## config.mk

```make
export PLATFORM = sky130hd
export DESIGN_NAME = regwrite_sequencer
export DESIGN_NICKNAME = d
export VERILOG_FILES = /design/src/rtl/regwrite_sequencer.sv
export SDC_FILE = /design/constraint.sdc
export NUM_CORES = 1
export LEC_CHECK = 0
export CORE_MARGIN = 8
export CORE_UTILIZATION = 45
export DETAILED_ROUTE_END_ITERATION = 10
export HOLD_SLACK_MARGIN = 0.15
export MAX_ROUTING_LAYER = met4
export PLACE_DENSITY = 0.72
export SETUP_SLACK_MARGIN = 0.02
export SLEW_MARGIN = 5
export SYNTH_ARGS = -nofsm -noshare
export SYNTH_HDL_FRONTEND = slang
export SYNTH_SLANG_ARGS = --single-unit
```

## constraint.sdc

```tcl
create_clock -name clk -period 2.5 [get_ports clk]
set_input_delay 0.375 -clock clk [delete_from_list [all_inputs] [get_ports clk]]
set_output_delay 0.375 -clock clk [all_outputs]
set_load 0.01 [all_outputs]
```

## src/rtl/regwrite_sequencer.sv

```systemverilog
// Write-back sequencer for the multicycle MIPS core: picks register-file write selects,
// waits for memory or mult/div results, then issues a single write strobe and a done pulse.
module regwrite_sequencer #(
   parameter int MEM_TIMEOUT = 15,
   parameter int DM_TIMEOUT  = 40
) (
   input  logic       clk,
   input  logic       reset,
   input  logic       start,
   input  logic [5:0] opcode,
   input  logic [5:0] funct,
   input  logic       mem_ready,
   input  logic       divmul_done,
   output logic [1:0] wr_reg_sel,
   output logic [1:0] wb_data_sel,
   output logic       reg_write,
   output logic       hilo_write,
   output logic       busy,
   output logic       done,
   output logic       timeout_err
);

   localparam int MAX_TO = (MEM_TIMEOUT > DM_TIMEOUT) ? MEM_TIMEOUT : DM_TIMEOUT;
   localparam int CW     = $clog2(MAX_TO + 1);
   localparam logic [CW-1:0] MEM_LIMIT = CW'(MEM_TIMEOUT - 1);
   localparam logic [CW-1:0] DM_LIMIT  = CW'(DM_TIMEOUT - 1);
   localparam logic [CW-1:0] CNT_MAX   = {CW{1'b1}};

   typedef enum logic [2:0] {
      IDLE,
      WRITE,
      WAIT_MEM,
      WAIT_DM,
      HILO,
      DONE,
      ERR
   } state_t;

   state_t        state, next_state;
   logic [CW-1:0] count, next_count;
   logic [1:0]    next_wr_sel, next_data_sel;

   // Next-state, counter and select decode; selects only change on an accepted start
   always_comb begin
      next_state    = state;
      next_count    = count;
      next_wr_sel   = wr_reg_sel;
      next_data_sel = wb_data_sel;
      case (state)
         IDLE: begin
            if (start) begin
               next_count = '0;
               next_state = DONE;
               if (opcode == 6'h00) begin
                  case (funct)
                     6'h20, 6'h22, 6'h24, 6'h2A, 6'h00, 6'h02, 6'h03: begin
                        next_wr_sel   = 2'b11;
                        next_data_sel = 2'b00;
                        next_state    = WRITE;
                     end
                     6'h10, 6'h12: begin
                        next_wr_sel   = 2'b11;
                        next_data_sel = 2'b11;
                        next_state    = WRITE;
                     end
                     6'h18, 6'h1A: next_state = WAIT_DM;
                     default:      next_state = DONE;
                  endcase
               end else begin
                  case (opcode)
                     6'h08, 6'h09, 6'h0A, 6'h0F: begin
                        next_wr_sel   = 2'b10;
                        next_data_sel = 2'b00;
                        next_state    = WRITE;
                     end
                     6'h20, 6'h21, 6'h23: begin
                        next_wr_sel   = 2'b10;
                        next_data_sel = 2'b01;
                        next_state    = WAIT_MEM;
                     end
                     6'h03: begin
                        next_wr_sel   = 2'b01;
                        next_data_sel = 2'b10;
                        next_state    = WRITE;
                     end
                     default: next_state = DONE;
                  endcase
               end
            end
         end
         WRITE: next_state = DONE;
         // A ready arriving on the limit edge still wins over the timeout
         WAIT_MEM: begin
            if (mem_ready)               next_state = WRITE;
            else if (count == MEM_LIMIT) next_state = ERR;
            next_count = (count == CNT_MAX) ? count : count + CW'(1);
         end
         WAIT_DM: begin
            if (divmul_done)            next_state = HILO;
            else if (count == DM_LIMIT) next_state = ERR;
            next_count = (count == CNT_MAX) ? count : count + CW'(1);
         end
         HILO:    next_state = DONE;
         DONE:    next_state = IDLE;
         ERR:     next_state = IDLE;
         default: next_state = IDLE;
      endcase
   end

   // Outputs are registered from the next state so they line up with the state they describe
   always_ff @(posedge clk or negedge reset) begin
      if (!reset) begin
         state       <= IDLE;
         count       <= '0;
         wr_reg_sel  <= 2'b10;
         wb_data_sel <= 2'b00;
         reg_write   <= 1'b0;
         hilo_write  <= 1'b0;
         busy        <= 1'b0;
         done        <= 1'b0;
         timeout_err <= 1'b0;
      end else begin
         state       <= next_state;
         count       <= next_count;
         wr_reg_sel  <= next_wr_sel;
         wb_data_sel <= next_data_sel;
         reg_write   <= (next_state == WRITE);
         hilo_write  <= (next_state == HILO);
         busy        <= (next_state != IDLE);
         done        <= (next_state == DONE) || (next_state == ERR);
         timeout_err <= (next_state == ERR);
      end
   end

endmodule

```

# After elaboration in Yosys (flattened, before gate mapping)
# Index checks and enable logic that the tools add are counted.
[word_totals] regBits=18 inputBits=17 output_inout_bits=9
[classes] reduce_logical=21 n_eq_ne=33 muxes=18 add_sub_neg=1
[ops] cell="6-bit == test (second input constant)" count=9
[ops] cell="6-bit by 4-bit == test with 1-bit output (second input constant)" count=5
[ops] cell="6-bit by 5-bit == test with 1-bit output (second input constant)" count=4
[ops] cell="6-bit by 2-bit == test with 1-bit output (second input constant)" count=3
[ops] cell="3-bit two-way mux" count=6
[ops] cell="7-bit OR reduction" count=2
[ops] cell="3-bit == test (second input constant)" count=4
[ops] cell="6-bit zero test" count=2
[ops] cell="6-bit two-way mux" count=2
[ops] cell="3-bit case mux with 2 select lines" count=2
[ops] cell="3-bit case mux with 4 select lines" count=1
[ops] cell="6-bit case mux with 2 select lines" count=1
[ops] cell="9-bit OR reduction" count=1
[ops] cell="2-bit case mux with 2 select lines" count=2
[ops] cell="4-bit AND reduction" count=2
[ops] cell="2-bit OR reduction" count=4
[ops] cell="6-bit by 1-bit adder with 6-bit output (second input constant)" count=1
[ops] cell="3-bit by 1-bit == test with 1-bit output (second input constant)" count=2
[ops] cell="3-bit by 2-bit == test with 1-bit output (second input constant)" count=2
[ops] cell="2-bit two-way mux" count=3
[ops] cell="2-bit != test (second input constant)" count=3
[ops] cell="2-bit case mux with 3 select lines" count=1
[ops] cell="3-bit nonzero test" count=2
[ops] cell="5-bit OR reduction" count=1
[ops] cell="8 further kinds" count=8

# Depth between registers and ports, before layout
# Gate-level depths: netlist of run 1.
[depth] ltp_word=8 ltp_mapped=8

# Worst setup path after synthesis of run 1
# OpenSTA, ideal clock, no wires.
[synth_path] kind="in2reg" from="in funct[3]" to="reg wb_data_sel[0]" required_time_ns=2.375 path_buffers=0 arrival_ns=1.753 path_slack_ns=0.622 cell_stages=5 cell_sequence="or4b_1 > a31oi_1 > a211oi_2 > nor3_4 > mux2_2"
[synth_via] elab_chain_len=4 word_cells_on_any_way=15
[synth_rtl] element="start, declared" line="11" text="input logic [5:0] funct,"
[synth_rtl] element="6-bit == test, or another cell as far along" line="55" text="case (funct)"
[synth_rtl] element="7-bit OR reduction / 2-bit OR reduction (equally long branches)"
[synth_rtl] element="3-bit by 1-bit != test with 1-bit output (no source line) / 2-bit case mux with 2 select lines (equally long branches)"
[synth_rtl] element="4-bit AND reduction (no source line) / 2-bit two-way mux (equally long branches)"
[synth_rtl] element="end signal, assigned" line="126" text="wb_data_sel <= next_data_sel;"
[synth_rtl] element="end, declared" line="15" text="output logic [1:0] wb_data_sel,"
# Several ways; a longest one is shown, not always the timed one.
# A chain may end at the register's enable or synchronous reset.

# Worst setup path after layout of run 1
[layout_path] from="in funct[3]" to="reg wr_reg_sel[0]"
[layout_via] elab_chain_len=4 word_cells_on_any_way=12
[layout_rtl] element="6-bit by 5-bit == test with 1-bit output, or another cell as far along" line="55"
[layout_rtl] element="9-bit OR reduction (no source line) *"
[layout_rtl] element="2-bit != test (no source line) *"
[layout_rtl] element="4-bit AND reduction (no source line) *"
[layout_rtl] element="end signal, assigned" line="125" text="wr_reg_sel <= next_wr_sel;"
[layout_rtl] element="end, declared" line="14" text="output logic [1:0] wr_reg_sel,"
# Mark *: on every way between the ends. The rest lies on a longest branch, timed or not.

==> results of run 1 <==
==> cell usage in the layout (no fill, tap or decap), drive strengths merged, types with 2 or more instances in the layout <==
| master | synthesis | routed |
|---|---|---|
| a211oi | 5 | 5 |
| a21boi | 3 | 3 |
| a21oi | 5 | 5 |
| a31oi | 2 | 2 |
| buf | 2 | 2 |
| clkbuf | 0 | 4 |
| clkdlybuf4s50 | 0 | 25 |
| dfrtp | 17 | 17 |
| ha | 2 | 2 |
| inv | 6 | 6 |
| mux2 | 4 | 4 |
| mux2i | 2 | 2 |
| nand2 | 5 | 5 |
| nand3 | 8 | 8 |
| nand4 | 2 | 2 |
| nor2 | 7 | 7 |
| nor3 | 4 | 4 |
| nor4 | 2 | 2 |
| nor4b | 2 | 2 |
| nor4bb | 2 | 2 |
| o21ai | 4 | 4 |
| or4b | 2 | 2 |
| or4bb | 2 | 2 |
| xnor2 | 5 | 5 |
==> power by group <==
part / switching, mW / internal [mW]
combinational: 0.203 / 0.213
clock: 0.0891 / 0.0620
sequential: 0.0711 / 0.369
==> per-layer routing <==
metal	GRT usage [%]	wire, µm	vias to the layer above	part of all wire, %
met5	-	0	-	0
met4	3.27	10	0	0.40
met3	3.23	126	2	5.0
met2	21.6	1200	23	48
met1	15.1	1180	468	47
li1	-	-	465	-
==> critical path, cell delays in order <==
cell and delay [ns]:
clkdlybuf4s50_1 0.47, or4b_1 0.54, a31oi_1 0.22, a211oi_2 0.10, nor3_4 0.27, mux2_2 0.37
==> registers in the layout (all words and copies together), names as in the netlist <==
signal	flops
state	3
hilo_write	1
wb_data_sel	2
wr_reg_sel	2
timeout_err	1
count	6
reg_write	1
busy	1
done	1
==> logic make-up after synthesis <==
logic type / count (synthesis) / synth area share, %
muxes: 6 / 5.88
DFF: 18 / 40.8
adders and majority gates: 2 / 2.26
AOI/OAI and AO/OA: 23 / 15.7
xor gates and xnor gates: 6 / 4.75
and+or+nand+nor: 45 / 27.6
buffers and inverters: 8 / 2.94
==> per-stage QoR <==
step / power [mW] / area (µm²) / std cells / hold WS [ns]
6_report: 1.01 / 1430 / 167 / 0.521
4_1_cts: 1.02 / 1430 / 167 / 0.521
2_1_floorplan: 0.692 / 1110 / 108 / 0.0794
3_3_place_gp: 0.852 / 1400 / 163 / 0.494
3_5_place_dp: 0.866 / 1400 / 163 / 0.498
5_1_grt: 1.08 / 1430 / 167 / 0.541
==> how the worst max path moves through the flow <==
stage / slack (ns) / end
after floorplan: 0.62 / wb_data_sel[0]
after global placement: 0.08 / wr_reg_sel[0]
after detailed placement: 0.02 / wr_reg_sel[0]
after CTS: 0.32 / wr_reg_sel[0]
after global routing: 0.20 / wr_reg_sel[0]
final: 0.33 / wr_reg_sel[0]
==> area by class of cell <==
cell class	instances	area, µm²	share of cell area, %
multi-input combinational	82	622	43.6
sequential	18	452	31.7
timing repair buffer	27	265	18.6
tap	30	37.5	2.63
clock buffer	4	26.3	1.84
inverter	6	22.5	1.58
==> results_dict.tcl, run 1 <==
set metrics [dict create \
    synth.largest_area_cell "dfrtp_1" \
    hold_start "wb_data_sel[1]" \
    viasPerCell 5.74 \
    drive_gt1_share_pct 11.7 \
    drv_slew 0 \
    cp-start-kind "input pin" \
    worstSetupPathType "input pin to flip-flop" \
    root_buffer "clkbuf_4" \
    power.density_nw_per_um2 707 \
    wl_per_cell_um 15.1 \
    antenna_found_initial 0 \
    cts.sinks 18 \
    syn_area_per_cell_um2 10.2 \
    synth_cells 108 \
    hp-class "flip-flop to flip-flop" \
    setup_violations 0 \
    cts_resized 0 \
    worst_r2r_endpoint "wr_reg_sel[0]" \
    synth_area_leaders "dfrtp_1 38%, mux2_2 4.1%, xnor2_1 4.0%" \
    cts_tree "built" \
    rows 18 \
    numCtsBuffers 3 \
    hold_buffers 0 \
    post_cts_buffers 0 \
    synth_flop_cell "dfrtp_1" \
    maxSlewHeadroom_pct 46.1 \
    async_flop_share_pct 100 \
    crit_required_ns 2.68 \
    hpwl_mm 1.99 \
    routed-via-count 958 \
    drv_cap 0 \
    synth_warnings 0 \
    setup_tns_ns 0 \
    cp-end-kind "flip-flop" \
    clk_pin_slew_ns 0.09 \
    place_ws_ns 0.0176 \
    syn_to_final_growth_pct 28.8 \
    cts_buffer_depth 2 \
    power.leakage_nw 0.567 \
    synth_top_area_share_pct 38.5 \
    ys_seq_area_share_pct 40.8 \
    fin_util_pct 59.1 \
    finalWorstSetupSlack_ns 0.333 \
    startpoint "funct[3]" \
    grt_pass1_wl_mm 4.42 \
    cp_max_fo 5 \
    synth_seq_cells 18 \
    drc 0 \
    synth_edf_count 0 \
    min_to "wb_data_sel[1]" \
    peakVddDrop_uv 594 \
    period_minus_slack_ns 2.17 \
    arrival_ns 2.34 \
    gp_congestion 0.848 \
    drtIter0Drc 45 \
    core_area_um2 2410 \
    nets 157 \
    fin_crit_sh_pct 86.7 \
    ys_top_cells_by_count "17 x dfrtp_1, 8 x nand3_1, 7 x nor2_1, 6 x inv_1" \
    overflow 0 \
    die_x_um 65.6 \
    outcome "complete, no violations" \
    holdPathStages 1 \
    skew_ns 0.0119 \
    r2r_start "state[0]" \
    wirelength_mm 2.51 \
    drt-pass1-iter-count 4 \
    grt_pass1_vias 974 \
    synth.most_common_cell "dfrtp_1" \
    antenna_cells 0 \
    htreeDepth 1 \
    port_buffers 25 \
    die_h_um 65.6 \
    ff2ff_setup_slack_ns 0.43 \
    grt_max_degree 19 \
    start_util_pct 45.9 \
    synth.distinct_cells 41 \
    finalHoldViolCount 0 \
    n_fill_cell 216 \
    dieArea_um2 4300 \
    io-pin-count 26 \
    fmax_mhz 461 \
    grt.total_usage_pct 12.9 \
    worstMarginPinSlew_ns 0.805 \
    clkLatencyLatePin_ns 0.29 \
    reg2reg_depth 3 \
    syn_nets 127 \
    rsz0062_at_grt "false" \
    synthesis.area_um2 1110 \
    drt.antenna.violating_nets 0 \
]
No activity file was read; power rests on OpenSTA's default activity.
==> inputs of run 2 (changes only) <==
==> constraint.sdc (replaced) <==
create_clock -name clk -period 2.2 [get_ports clk]
set_input_delay 0.33 -clock clk [delete_from_list [all_inputs] [get_ports clk]]
set_output_delay 0.33 -clock clk [all_outputs]
set_load 0.01 [all_outputs]
==> run 2 against run 1 <==
Against the previous run: die area unchanged; first-iteration DRC count down 18%; final cell count up 9.6%; wire length up 7.4%; sequential power up 9.1%; setup slack worse by 0.23 ns; sequential cell count unchanged; power up 23%; sequential share of layout area down 2.8 points.
==> results_dict.tcl, run 2 (same netlist as run 1, synthesis figures left out) <==
set metrics [dict create \
    outcome "complete, no violations" \
    drc 0 \
    io-pin-count 26 \
    power.density_nw_per_um2 795 \
    worstMarginPinSlew_ns 0.464 \
    crit_required_ns 2.38 \
    wl_per_cell_um 14.7 \
    gp_congestion 0.873 \
    dpl.cell_count 179 \
    drtIter0Drc 37 \
    grt_max_degree 19 \
    wirelength_mm 2.70 \
    syn_to_final_growth_pct 41.2 \
    htreeDepth 1 \
    peakVddDrop_uv 740 \
    swShare_pct 34.1 \
    power.leakage_nw 0.650 \
    p_switching_uw 424 \
    top_regs "count: 6 flops, state: 3 flops" \
    root_buffer "clkbuf_4" \
    die_h_um 65.6 \
    internal-power_uw 818 \
    fin_cells 183 \
    port_buffers 25 \
    routed-via-count 1017 \
    finalHoldViolCount 0 \
    grt.total_usage_pct 14.0 \
    period_minus_slack_ns 2.10 \
    start_util_pct 45.9 \
    antenna_cells 0 \
    die_x_um 65.6 \
    worst_r2r_endpoint "done" \
    sequentialPowerShare_pct 38.7 \
    postLayoutCellArea_um2 1560 \
    fmax_mhz 476 \
    largest_register_ff_count 6 \
    maxSlewHeadroom_pct 68.8 \
    cts_resized 0 \
    reg2reg_depth 6 \
    comb_power_share_pct 45.3 \
    dieArea_um2 4300 \
    regMostFlops "count" \
    fin_crit_sh_pct 95.4 \
    post_cts_buffers 0 \
    rsz0062_at_grt "false" \
    core_area_um2 2410 \
    overflow 0 \
    nets 173 \
    grt_pass1_vias 1057 \
    cp-start-kind "input pin" \
    hpwl_mm 2.09 \
    dpl_cell_area_um2 1520 \
    setup_violations 0 \
    grt_pass1_wl_mm 4.74 \
    clk_pin_slew_ns 0.10 \
    layout_commonest_cell "clkdlybuf4s50_1" \
    rows 18 \
    cp_max_fo 4 \
    hold_buffers 0 \
    drive_gt1_share_pct 22.2 \
    cts.sinks 18 \
    cts_tree "built" \
    drt-pass1-iter-count 4 \
    hp-class "input pin to async pin" \
    drt.antenna.violating_nets 0 \
    final_cell_mix "25 x clkdlybuf4s50_1, 18 x buf_4, 17 x dfrtp_1, 8 x nand3_1, 7 x nor2_1" \
    drv_cap 0 \
    arrival_ns 2.28 \
    clkLatencyLatePin_ns 0.29 \
    numCtsBuffers 3 \
    drv_slew 0 \
    ff2ff_setup_slack_ns 0.27 \
    r2r_start "state[1]" \
    power.share.clock_pct 16.0 \
    worstSetupPathType "input pin to flip-flop" \
    skew_ns 0.00346 \
    viasPerCell 5.56 \
    antenna_found_initial 0 \
    cts_buffer_depth 2 \
    cp-end-kind "flip-flop" \
]
run 2: changes by cell type in the layout (fill, tap and decap cells not counted):
cell,previous run,this run
clkbuf_1,1,0
nor4bb_1,2,1
buf_4,2,18
nor4bb_2,0,1
clkbuf_8,0,1
run 2: metal layers:
layer	global-route usage (%)	routed length (µm)	vias up
met5	-	0	-
met4	3.27	19	0
met3	4.25	175	2
met2	23.5	1300	33
met1	15.9	1210	486
li1	-	-	496
run 2: metrics by stage:
step | total power [mW] | TNS (ns) | hold WS (ns) | setup WS [ns] | utilization (%)
floorplan | 0.787 | 0 | 0.0344 | 0.331 | -
global placement | 1.03 | -0.993 | 0.494 | -0.149 | 63.0
detailed placement | 1.05 | -1.45 | 0.504 | -0.194 | 63.0
CTS | 1.25 | 0 | 0.354 | 0.0911 | 64.5
global route | 1.34 | 0 | 0.352 | 0.0347 | 64.8
finish | 1.24 | 0 | 0.352 | 0.101 | 64.8
run 2: critical path: stages:
cell             delay, ns
clkdlybuf4s50_1       0.51
or4bb_1               0.51
a31oi_1               0.19
a211oi_2              0.10
nor3_4                0.27
mux2_2                0.36
run 2: how the worst max path moves through the flow:
stage | startpoint | end | slack (ns) | cells after the start
after floorplan | state[0] | wb_data_sel[0] | 0.33 | 5
after global placement | funct[3] | wr_reg_sel[0] | -0.15 | 6
after detailed placement | funct[5] | wr_reg_sel[0] | -0.19 | 6
after CTS | funct[5] | wr_reg_sel[0] | 0.09 | 6
after global routing | funct[5] | busy | 0.03 | 6
final | funct[5] | wb_data_sel[1] | 0.10 | 6
run 2: final cells by class:
cell class                      instances  area, µm²
Clock buffer                            4       36.3
Inverter                                6       22.5
Multi-Input combinational cell         82        628
Tap cell                               30       37.5
Timing Repair Buffer                   43        385
Fill cell                             204        848
Sequential cell                        18        452
run 2: power groups by stage:
stage	registers (mW)	logic [mW]	clock network, mW
after global routing	0.493	0.621	0.224
after global placement	0.482	0.547	0
after detailed placement	0.486	0.562	0
after CTS	0.480	0.567	0.203
final	0.480	0.563	0.198
after floorplan	0.494	0.292	0
==> inputs of run 3 (changes only) <==
--- a/config.mk
+++ b/config.mk
@@ -12,6 +12,7 @@
 export MAX_ROUTING_LAYER = met4
 export PLACE_DENSITY = 0.72
 export SETUP_SLACK_MARGIN = 0.02
+export SKIP_CTS_REPAIR_TIMING = 1
 export SLEW_MARGIN = 5
 export SYNTH_ARGS = -nofsm -noshare
 export SYNTH_HDL_FRONTEND = slang
==> results of run 3 <==
Same layout as run 2: the final DEF is identical, and so are final timing and power.
